File: src/rtl/counter_down_3_0.sv
// 2-bit down counter with enable prescaler, synchronous load, wrap/stop-at-zero
// modes, terminal-count pulse, sticky DONE flag and registered one-hot decode.
module counter_down_3_0 #(
  parameter int unsigned PRESCALE = 1
) (
  input  logic       CLK_IN,
  input  logic       CLR_FF,
  input  logic       EN,
  input  logic       LOAD,
  input  logic [1:0] LOAD_VAL,
  input  logic       WRAP,
  output logic       D1,
  output logic       D0,
  output logic       TC,
  output logic       DONE,
  output logic       ZERO,
  output logic [3:0] Y
);

  localparam int unsigned   PW      = $clog2(PRESCALE) + 1;
  localparam logic [PW-1:0] PS_LAST = PW'(PRESCALE - 1);

  logic [1:0]    cnt, cnt_nxt;
  logic [PW-1:0] ps, ps_nxt;
  logic          done_nxt, tc_nxt, tick;

  always_comb begin
    cnt_nxt  = cnt;
    ps_nxt   = ps;
    done_nxt = DONE;
    tc_nxt   = 1'b0;
    tick     = EN && (ps == PS_LAST);
    if (LOAD) begin
      cnt_nxt  = LOAD_VAL;
      ps_nxt   = '0;
      done_nxt = 1'b0;
    end else if (EN) begin
      ps_nxt = tick ? '0 : ps + PW'(1);
      if (tick) begin
        if (cnt != 2'd0) begin
          cnt_nxt = cnt - 2'd1;
        end else if (WRAP) begin
          cnt_nxt  = 2'd3;
          tc_nxt   = 1'b1;
          done_nxt = 1'b0;
        end else if (!DONE) begin
          // first stop at zero only: later ticks hold with TC low
          done_nxt = 1'b1;
          tc_nxt   = 1'b1;
        end
      end
    end
  end

  // Y is decoded from cnt_nxt so it changes on the same edge as the count
  always_ff @(posedge CLK_IN or negedge CLR_FF) begin
    if (!CLR_FF) begin
      cnt  <= 2'd3;
      ps   <= '0;
      DONE <= 1'b0;
      TC   <= 1'b0;
      Y    <= 4'b1000;
    end else begin
      cnt  <= cnt_nxt;
      ps   <= ps_nxt;
      DONE <= done_nxt;
      TC   <= tc_nxt;
      Y    <= 4'b0001 << cnt_nxt;
    end
  end

  assign {D1, D0} = cnt;
  assign ZERO     = (cnt == 2'd0);

endmodule
File: config.mk
export PLATFORM = sky130hd
export DESIGN_NAME = counter_down_3_0
export DESIGN_NICKNAME = d
export VERILOG_FILES = /design/src/rtl/counter_down_3_0.sv
export SDC_FILE = /design/constraint.sdc
export NUM_CORES = 1
export LEC_CHECK = 0
export CELL_PAD_IN_SITES_DETAIL_PLACEMENT = 0
export CELL_PAD_IN_SITES_GLOBAL_PLACEMENT = 1
export CORE_UTILIZATION = 29
export CTS_BUF_LIST = sky130_fd_sc_hd__clkbuf_16
export CTS_CLUSTER_DIAMETER = 100
export DETAILED_ROUTE_END_ITERATION = 16
export GPL_TIMING_DRIVEN = 1
export PLACE_DENSITY = 0.72
export REMOVE_ABC_BUFFERS = 1
export SLEW_MARGIN = 20
export SYNTH_ARGS = -nofsm -noshare
export SYNTH_HDL_FRONTEND = slang
export SYNTH_SLANG_ARGS = --single-unit
File: constraint.sdc
create_clock -name CLK_IN -period 1.7 [get_ports CLK_IN]
set_input_delay 0.34 -clock CLK_IN [delete_from_list [all_inputs] [get_ports CLK_IN]]
set_output_delay 0.34 -clock CLK_IN [all_outputs]
set_load 0.02 [all_outputs]
### Word-level counts from Yosys, hierarchy flattened

Cells that the tools add are included.

* register bits after elaboration: 9
* bits of input ports: 7
* output and inout bits: 9
* word-level logic and storage cells: 35

* add/sub/neg operators: 2
* equal/unequal tests: 1
* shift-type cells: 1
* multiplexer cells: 19
* bitwise logic cells: 1
* reduce and logical (&&, ||, !) cells: 6

Operators with widths (number)
* $mux 1: 14
* $mux 2: 5
* $reduce_bool 2->1: 3
* $shl 1x2->4 const A: 1
* $reduce_and 3->1: 1
* $logic_not 2->1: 1
* $ne 2x2->1 const B: 1
* $sub 2x1->2 const B: 1
* $add 1x1->1 const B: 1
* $logic_and 1x1->1: 1
* $not 1->1: 1

### Longest topological paths before layout

* depth after elaboration: 6
* gate-level depth with buffers: 4
* mapped depth without buffers: 3

### Worst setup path after synthesis

OpenSTA, ideal clock, no wires.

* path kind: register to register
* start point: register cnt[0]
* end point: register DONE
* setup time: 78 ps
* arrival: 1232 ps
* required time: 1622 ps
* path slack: 390 ps
* stages on the path, launching flop included: 4
* path buffers: 0
* period minus slack after synthesis: 1310 ps
* cells stage by stage: dfstp_2 > or3b_4 > or3_1 > a21oi_1

* longest elaborated chain between the ends: 3

Ends and longest elaborated chain
* from (decl): line 23 `logic [1:0] cnt, cnt_nxt;`
* from (signal assigned): line 64 `cnt <= cnt_nxt;`
* $reduce_bool 2->1: line 40 `if (cnt != 2'd0) begin`
* $ne 2x2->1 (no source line)
* $reduce_and 3->1 (no source line)
* to (signal assigned): line 66 `DONE <= done_nxt;`
* to (decl): line 15 `output logic DONE,`

No other way between the ends.
A chain may end at the register's enable or synchronous reset.

### Final worst setup path

* start point: register Y[3]
* end point: output Y[3]

RTL lines
* from (decl): line 17 `output logic [3:0] Y`
* from (signal assigned): line 68 `Y <= 4'b0001 << cnt_nxt;`

No word-level cell between the ends.

==> impl_metrics.csv <==
group,metric,value,unit
routing,post_route_wl,902,µm
placement,port-buffer-count,15,
timing,finalCritPeriodShare,0.977,
global_route,vias_in_the_first_global_route,344,
routing,dr.pass1.iters,3,
die,dieWidth,39.9,µm
power_and_ir_drop,clock_power_share,0.516,
yosys,yosys-top-cells-count,"6 x sky130_fd_sc_hd__dfrtp_1, 6 x sky130_fd_sc_hd__nor2_1, 4 x sky130_fd_sc_hd__nand3_1",
critical_path,timing.critical_path.max_delay_family,"buffers and inverters",
power_and_ir_drop,static-leakage-power,0.291,nW
timing,finalClockSkew,0.00104,ns
timing,rsz_0062_raised_after_global_routing,"no",
critical_path,kind_of_critical_path,"register to output port",
cts,insertion_delay,0.23,ns
die,die-height,39.9,µm
critical_path,crit_fanout,1,
critical_path,worst_path_max_delay_cell,"sky130_fd_sc_hd__clkdlybuf4s50_1",
cts,cts_max_level,1,
layout,layout-drive-gt1-share,0.190,
global_route,wire_length_of_the_first_global_routing_pass,1430,µm
power_and_ir_drop,switchingPower,0.175,mW
yosys,synth-async-reset-ratio,1.00,
critical_path,worstSetupStartpointType,"register",
timing,finalSetupViolations,0,
yosys,synthDominantCellAreaShare,0.360,
critical_path,cell_chain_critical_path,"clkdlybuf4s50_1",
timing,timing.final.crit_period,1.66,ns
layout,nNetsFinal,71,
layout,area_growth,63.1,%
cts,cts.root.buffer_cell,"sky130_fd_sc_hd__clkbuf_16",
timing,slew_viol_final,0,
routing,drtIter0Drc,9,
yosys,synthCells,42,
power_and_ir_drop,combPwrFrac,0.166,
critical_path,worst_path_arrival_time,1.32,ns
global_route,pin_count_of_the_biggest_net_entering_global_routing,10,
power_and_ir_drop,power.ir.vdd_worst,0.442,mV
cts,tritoncts_num_sinks,9,
timing,finalHoldViolCount,0,
global_route,gr-total-overflow,0,
timing,tightest_slew,0.419,ns
yosys,netlist_top_cells_area,"sky130_fd_sc_hd__dfrtp_1 36%, sky130_fd_sc_hd__dfstp_2 19%, sky130_fd_sc_hd__nor2_1 5.4%, sky130_fd_sc_hd__o211ai_1 5.4%, sky130_fd_sc_hd__nand3_1 4.8%",
cts,cts-buffers-inserted,3,
yosys,synthDominantAreaCellType,"sky130_fd_sc_hd__dfrtp_1",
yosys,synth_seq_cells,9,
placement,gp_congestion,0.848,
critical_path,max_stage_delay,0.59,ns
die,floorplan.io_pins,16,
die,die_area,0.00159,mm²
critical_path,setup.worst_path.end_class,"output port",
routing,wire_per_inst,11.6,µm
global_route,grtUsageTotal,0.141,
layout,post-route-util,0.516,
power_and_ir_drop,internal_power,0.608,mW
power_and_ir_drop,sequentialPowerShare,0.318,
yosys,number_of_synthesized_flops_with_an_enable_pin,0,
layout,antenna_cells_inserted,0,
power_and_ir_drop,design_power_total,0.783,mW
placement,place_hpwl,690,µm
die,core,0.00132,mm²
timing,maxClockFrequency,602,MHz
cts,tritoncts,"yes",
yosys,mappedNetlistArea,417,µm²
critical_path,worstPathBufferInverterCount,1,
routing,avgViaCountPerCell,4.87,
hold_path,hold_path_class,"input port to async pin",
power_and_ir_drop,p_sw_frac,0.223,
timing,slew-limit-headroom,0.720,
cts,cts.clk_slew.worst_paths,0.04,ns
yosys,ys_seq_area_frac,0.550,
routing,routed-via-count,380,
yosys,synth_flop_cell,"sky130_fd_sc_hd__dfrtp_1",
global_route,antenna_violations_before_repair,0,
power_and_ir_drop,p_per_area,1150,mW/mm²
cts,cts_hold_buf,0,
status,status,"completed",
yosys,ys_types,18,
flow_run,max-cap-violations,0,
cts,clock_path_buffers,2,
routing,postRouteAntennaNets,0,
critical_path,critPathRequiredTime,1.36,ns
die,placementRows,13,
yosys,yosysWarningCount,0,
yosys,syn_area_per_cell,9.92,µm²
routing,post-route-drc-count,0,
die,floorplan.initialDensity,0.316,
[state kept, by name (all words and copies together) (netlist names)]
signal  cells
DONE        1
TC          1
Y           4
cnt         2
ps          1
[cell families after synthesis]
kind of cell,after synthesis,synth area share
DFF,9,0.550
AOI/OAI and AO/OA,9,0.153
buffers and inverters,3,0.0270
and+or+nand+nor,21,0.270
[repair_timing]
item	4_1_cts	5_1_grt
buffers inserted	0	0
resized for setup	3	0
setup endpoints to repair	3	0
[through the flow]
step                worst slack (ns)  cells  cell area, µm²  hold slack [ns]  setup TNS [ns]
floorplan                      0.390     41             413           0.0444               0
global placement             -0.0260     74             604            0.579         -0.0260
detailed placement           -0.0561     74             604            0.577         -0.0561
CTS                           0.0335     78             679            0.418               0
global route                  0.0114     78             679            0.439               0
finish                        0.0398     78             679            0.414               0
[path summary, 6_finish.rpt]
path	startpoint	to	slack, ns	cells past startpoint
setup / recovery	Y[3]	Y[3]	0.04	1
hold / removal	CLR_FF	ps	0.41	1
setup reg to reg	cnt[0]	DONE	0.40	3
hold reg to reg	ps	ps	0.58	1
max in group asynchronous	CLR_FF	cnt[1]	0.96	1
min in group CLK_IN	ps	ps	0.58	1
[power groups by stage]
stage	logic, mW	registers (mW)	clock network (mW)
floorplan	0.0403	0.272	0
global placement	0.137	0.252	0
detailed placement	0.135	0.252	0
CTS	0.130	0.249	0.415
global route	0.141	0.252	0.433
finish	0.130	0.249	0.404
[placed cells by master, fill, tap and decap left out, drive strengths merged]
master / instances
nand2b: 3
nand2: 3
dlygate4sd2: 3
or3b: 1
inv: 3
o211ai: 3
and2: 1
dfstp: 3
or3: 1
a21oi: 1
nor3b: 2
o32ai: 1
a31o: 1
nor2: 6
dfrtp: 6
buf: 3
o31a: 1
clkbuf: 3
nand3: 4
o21ai: 2
clkdlybuf4s50: 12
[layer usage]
layer,wire (µm),track usage,vias up
met1,475,0.182,180
met4,0,0.103,0
met2,398,0.202,10
met3,28,0.0341,0
met5,0,0,-
li1,-,-,190
[cell type report]
| cell class | count | area [µm²] |
|---|---|---|
| Inverter | 2 | 7.51 |
| Clock buffer | 3 | 75.1 |
| Fill cell | 116 | 638 |
| Clock inverter | 1 | 3.75 |
| Timing Repair Buffer | 18 | 169 |
| Multi-Input combinational cell | 30 | 176 |
| Tap cell | 15 | 18.8 |
| Sequential cell | 9 | 229 |
No activity file was read; power rests on OpenSTA's default activity.
==> edit 1: new RTL, same settings <==
Add an input register stage for `EN`, `LOAD`, `LOAD_VAL` and `WRAP`, without a reset; this delays them by one clock.
--- a/src/rtl/counter_down_3_0.sv
+++ b/src/rtl/counter_down_3_0.sv
@@ -21,4 +21,16 @@
   localparam logic [PW-1:0] PS_LAST = PW'(PRESCALE - 1);
 
+  logic EN_q;
+  logic LOAD_q;
+  logic [1:0] LOAD_VAL_q;
+  logic WRAP_q;
+
+  always_ff @(posedge CLK_IN) begin
+    EN_q       <= EN;
+    LOAD_q     <= LOAD;
+    LOAD_VAL_q <= LOAD_VAL;
+    WRAP_q     <= WRAP;
+  end
+
   logic [1:0]    cnt, cnt_nxt;
   logic [PW-1:0] ps, ps_nxt;
@@ -30,15 +42,15 @@
     done_nxt = DONE;
     tc_nxt   = 1'b0;
-    tick     = EN && (ps == PS_LAST);
-    if (LOAD) begin
-      cnt_nxt  = LOAD_VAL;
+    tick     = EN_q && (ps == PS_LAST);
+    if (LOAD_q) begin
+      cnt_nxt  = LOAD_VAL_q;
       ps_nxt   = '0;
       done_nxt = 1'b0;
-    end else if (EN) begin
+    end else if (EN_q) begin
       ps_nxt = tick ? '0 : ps + PW'(1);
       if (tick) begin
         if (cnt != 2'd0) begin
           cnt_nxt = cnt - 2'd1;
-        end else if (WRAP) begin
+        end else if (WRAP_q) begin
           cnt_nxt  = 2'd3;
           tc_nxt   = 1'b1;
Behaviour: not the same (Yosys sat finds a counterexample within 4 cycles, from zero or initial values).
==> edit 1 against the unedited design <==
Hold slack worse by 0.010 ns; total power up 20%; count of clock-buffer cells in the layout stayed put; clock power increased by 8.4%; sequential cell count grew 5; synthesized area up 30%; via count is 11% higher; routed wire length is 9.8% higher; setup slack improved by 0.099 ns; final area up 18%; global-route usage shrank 1.6 points.
==> edit 1: results (changes against the unedited design) <==
{| class="wikitable"
! Metric !! Value
|-
| Result of the run || finished, final reports clean
|-
| Global-route wire length before repair || 1700 um (+19%)
|-
| Sum of net half-perimeters after detailed placement || 669 um (-3.0%)
|-
| Fin Clk Skew || 0.000940 ns (-0.0000982 ns)
|-
| Met1 routed wirelength after detailed routing || 447 um (-5.9%)
|-
| Synth cell count leaders || dfrtp_1 (6), dfxtp_1 (5), a21oi_1 (4)
|-
| Share of the yosys chip area belonging to registers || 60.6% (+5.6 points)
|-
| Arrival @ worst endpoint || 1.22 ns (-0.10 ns)
|-
| Share of post-route cells with drive strength above 1 || 16.9% (-2.1 points)
|-
| Detailed-router iteration count before antenna repair || 4 (+1)
|-
| Largest registers || Y: 4 flops, LOAD_VAL_q: 2 flops, cnt: 2 flops
|-
| Syn Inst Count || 47 (+12%)
|-
| Post-Place Cells || 86 (+16%)
|-
| Clock transition at path regs || 0.04 ns (about the same)
|-
| Area of the core region || 1750 um2 (+32%)
|-
| Cells taking the most area after synthesis || dfrtp_1 (28%), dfxtp_1 (18%), dfstp_2 (15%)
|-
| Routed wl met3 || 51 um (+82%)
|-
| Buffer depth of the longest clock path || 2 (unchanged)
|-
| Static Leakage || 0.357 nW (+23%)
|-
| Async set or reset register ratio after synthesis || 64.3% (-36 points)
|-
| Met2 wire length || 442 um (+11%)
|-
| Pin count of the biggest net entering global routing || 13 (+3)
|-
| Vias in the first global route || 393 (+14%)
|-
| Global Route met1 Usage || 15.0% (-3.2 points)
|-
| Unique cell type count in the Yosys netlist || 23 (+5)
|-
| Global Route Usage Sum || 12.6% (-1.6 points)
|-
| Worst setup timing slack at the placement stage || 0.148 ns (+0.205 ns)
|-
| HP Class || primary input to asynchronous set/reset pin
|-
| Fin nets || 73 (+2.8%)
|-
| Met2 capacity usage during global routing || 17.4% (-2.8 points)
|-
| Met3 Track Usage GR || 3.60% (+0.19 points)
|-
| DR WL/cell || 11.0 um (-4.9%)
|-
| Detailed Route Iter0 Violations || 5 (-4)
|-
| Mean number of vias per cell || 4.69 (-3.8%)
|-
| Final GP Congestion || 0.758 (-11%)
|-
| Finished Layout Cells || 90 (+15%)
|-
| Top Metal Used || met4
|-
| Slew at the pin with the worst max-slew slack || 0.420 ns (+0.000195 ns)
|-
| Skew-Pair Late Insertion Delay || around 0.24 ns
|-
| Largest voltage drop on the vdd net || 0.950 mV (+110%)
|-
| Critical path peak fanout || 10 (+9)
|}
edit 1: cell families (layout without fill, tap and decap cells):
kind of cell / Yosys count / count (layout) / share of synthesized area (%)
AOI/OAI and AO/OA: 12 / 12 / 15.0
DFF: 14 / 14 / 60.6
buffers and inverters: 4 / 22 / 2.77
and+or+nand+nor: 17 / 17 / 21.7
edit 1: power by group:
part	internal, mW	switching (mW)
Clock	0.310	0.128
Sequential	0.361	0.0191
Combinational	0.0642	0.0600
edit 1: final timing paths:
path | startpoint | to | slack, ns | cells after the start
worst min-delay path | CLR_FF | TC$_DFF_PN0_ | 0.40 | 1
worst max-delay path | cnt[0]$_DFF_PN1_ | ZERO | 0.14 | 2
worst max register to register | cnt[0]$_DFF_PN1_ | Y[0]$_DFF_PN0_ | 0.27 | 3
max in group asynchronous | CLR_FF | cnt[1]$_DFF_PN1_ | 0.97 | 1
min in group CLK_IN | EN_q$_DFF_P_ | ps$_DFFE_PN0P_ | 0.46 | 1
worst min register to register | EN_q$_DFF_P_ | ps$_DFFE_PN0P_ | 0.46 | 1
edit 1: cell type report:
type | count | area, um2
Fill cell | 168 | 943
Sequential cell | 14 | 329
Multi-Input combinational cell | 29 | 199
Timing Repair Buffer | 16 | 156
Clock buffer | 3 | 75.1
Tap cell | 25 | 31.3
Inverter | 2 | 7.51
Clock inverter | 1 | 3.75
edit 1: metrics by stage:
step	utilization (%)	area [um2]
global route	45.9	802
detailed placement	41.5	724
finish	45.9	802
CTS	45.8	800
global placement	41.5	724
floorplan	-	536
edit 1: timing repair:
action                     4_1_cts  5_1_grt
hold buffers                     0        0
gates resized for setup          3        1
buffers inserted                 0        0
setup endpoints to repair        3        1
hold endpoints to repair         0        0
edit 1: critical path: stages (launching register included):
cell           delay, ns
dfstp_2             0.60
nor2_1              0.07
dlygate4sd2_1       0.31
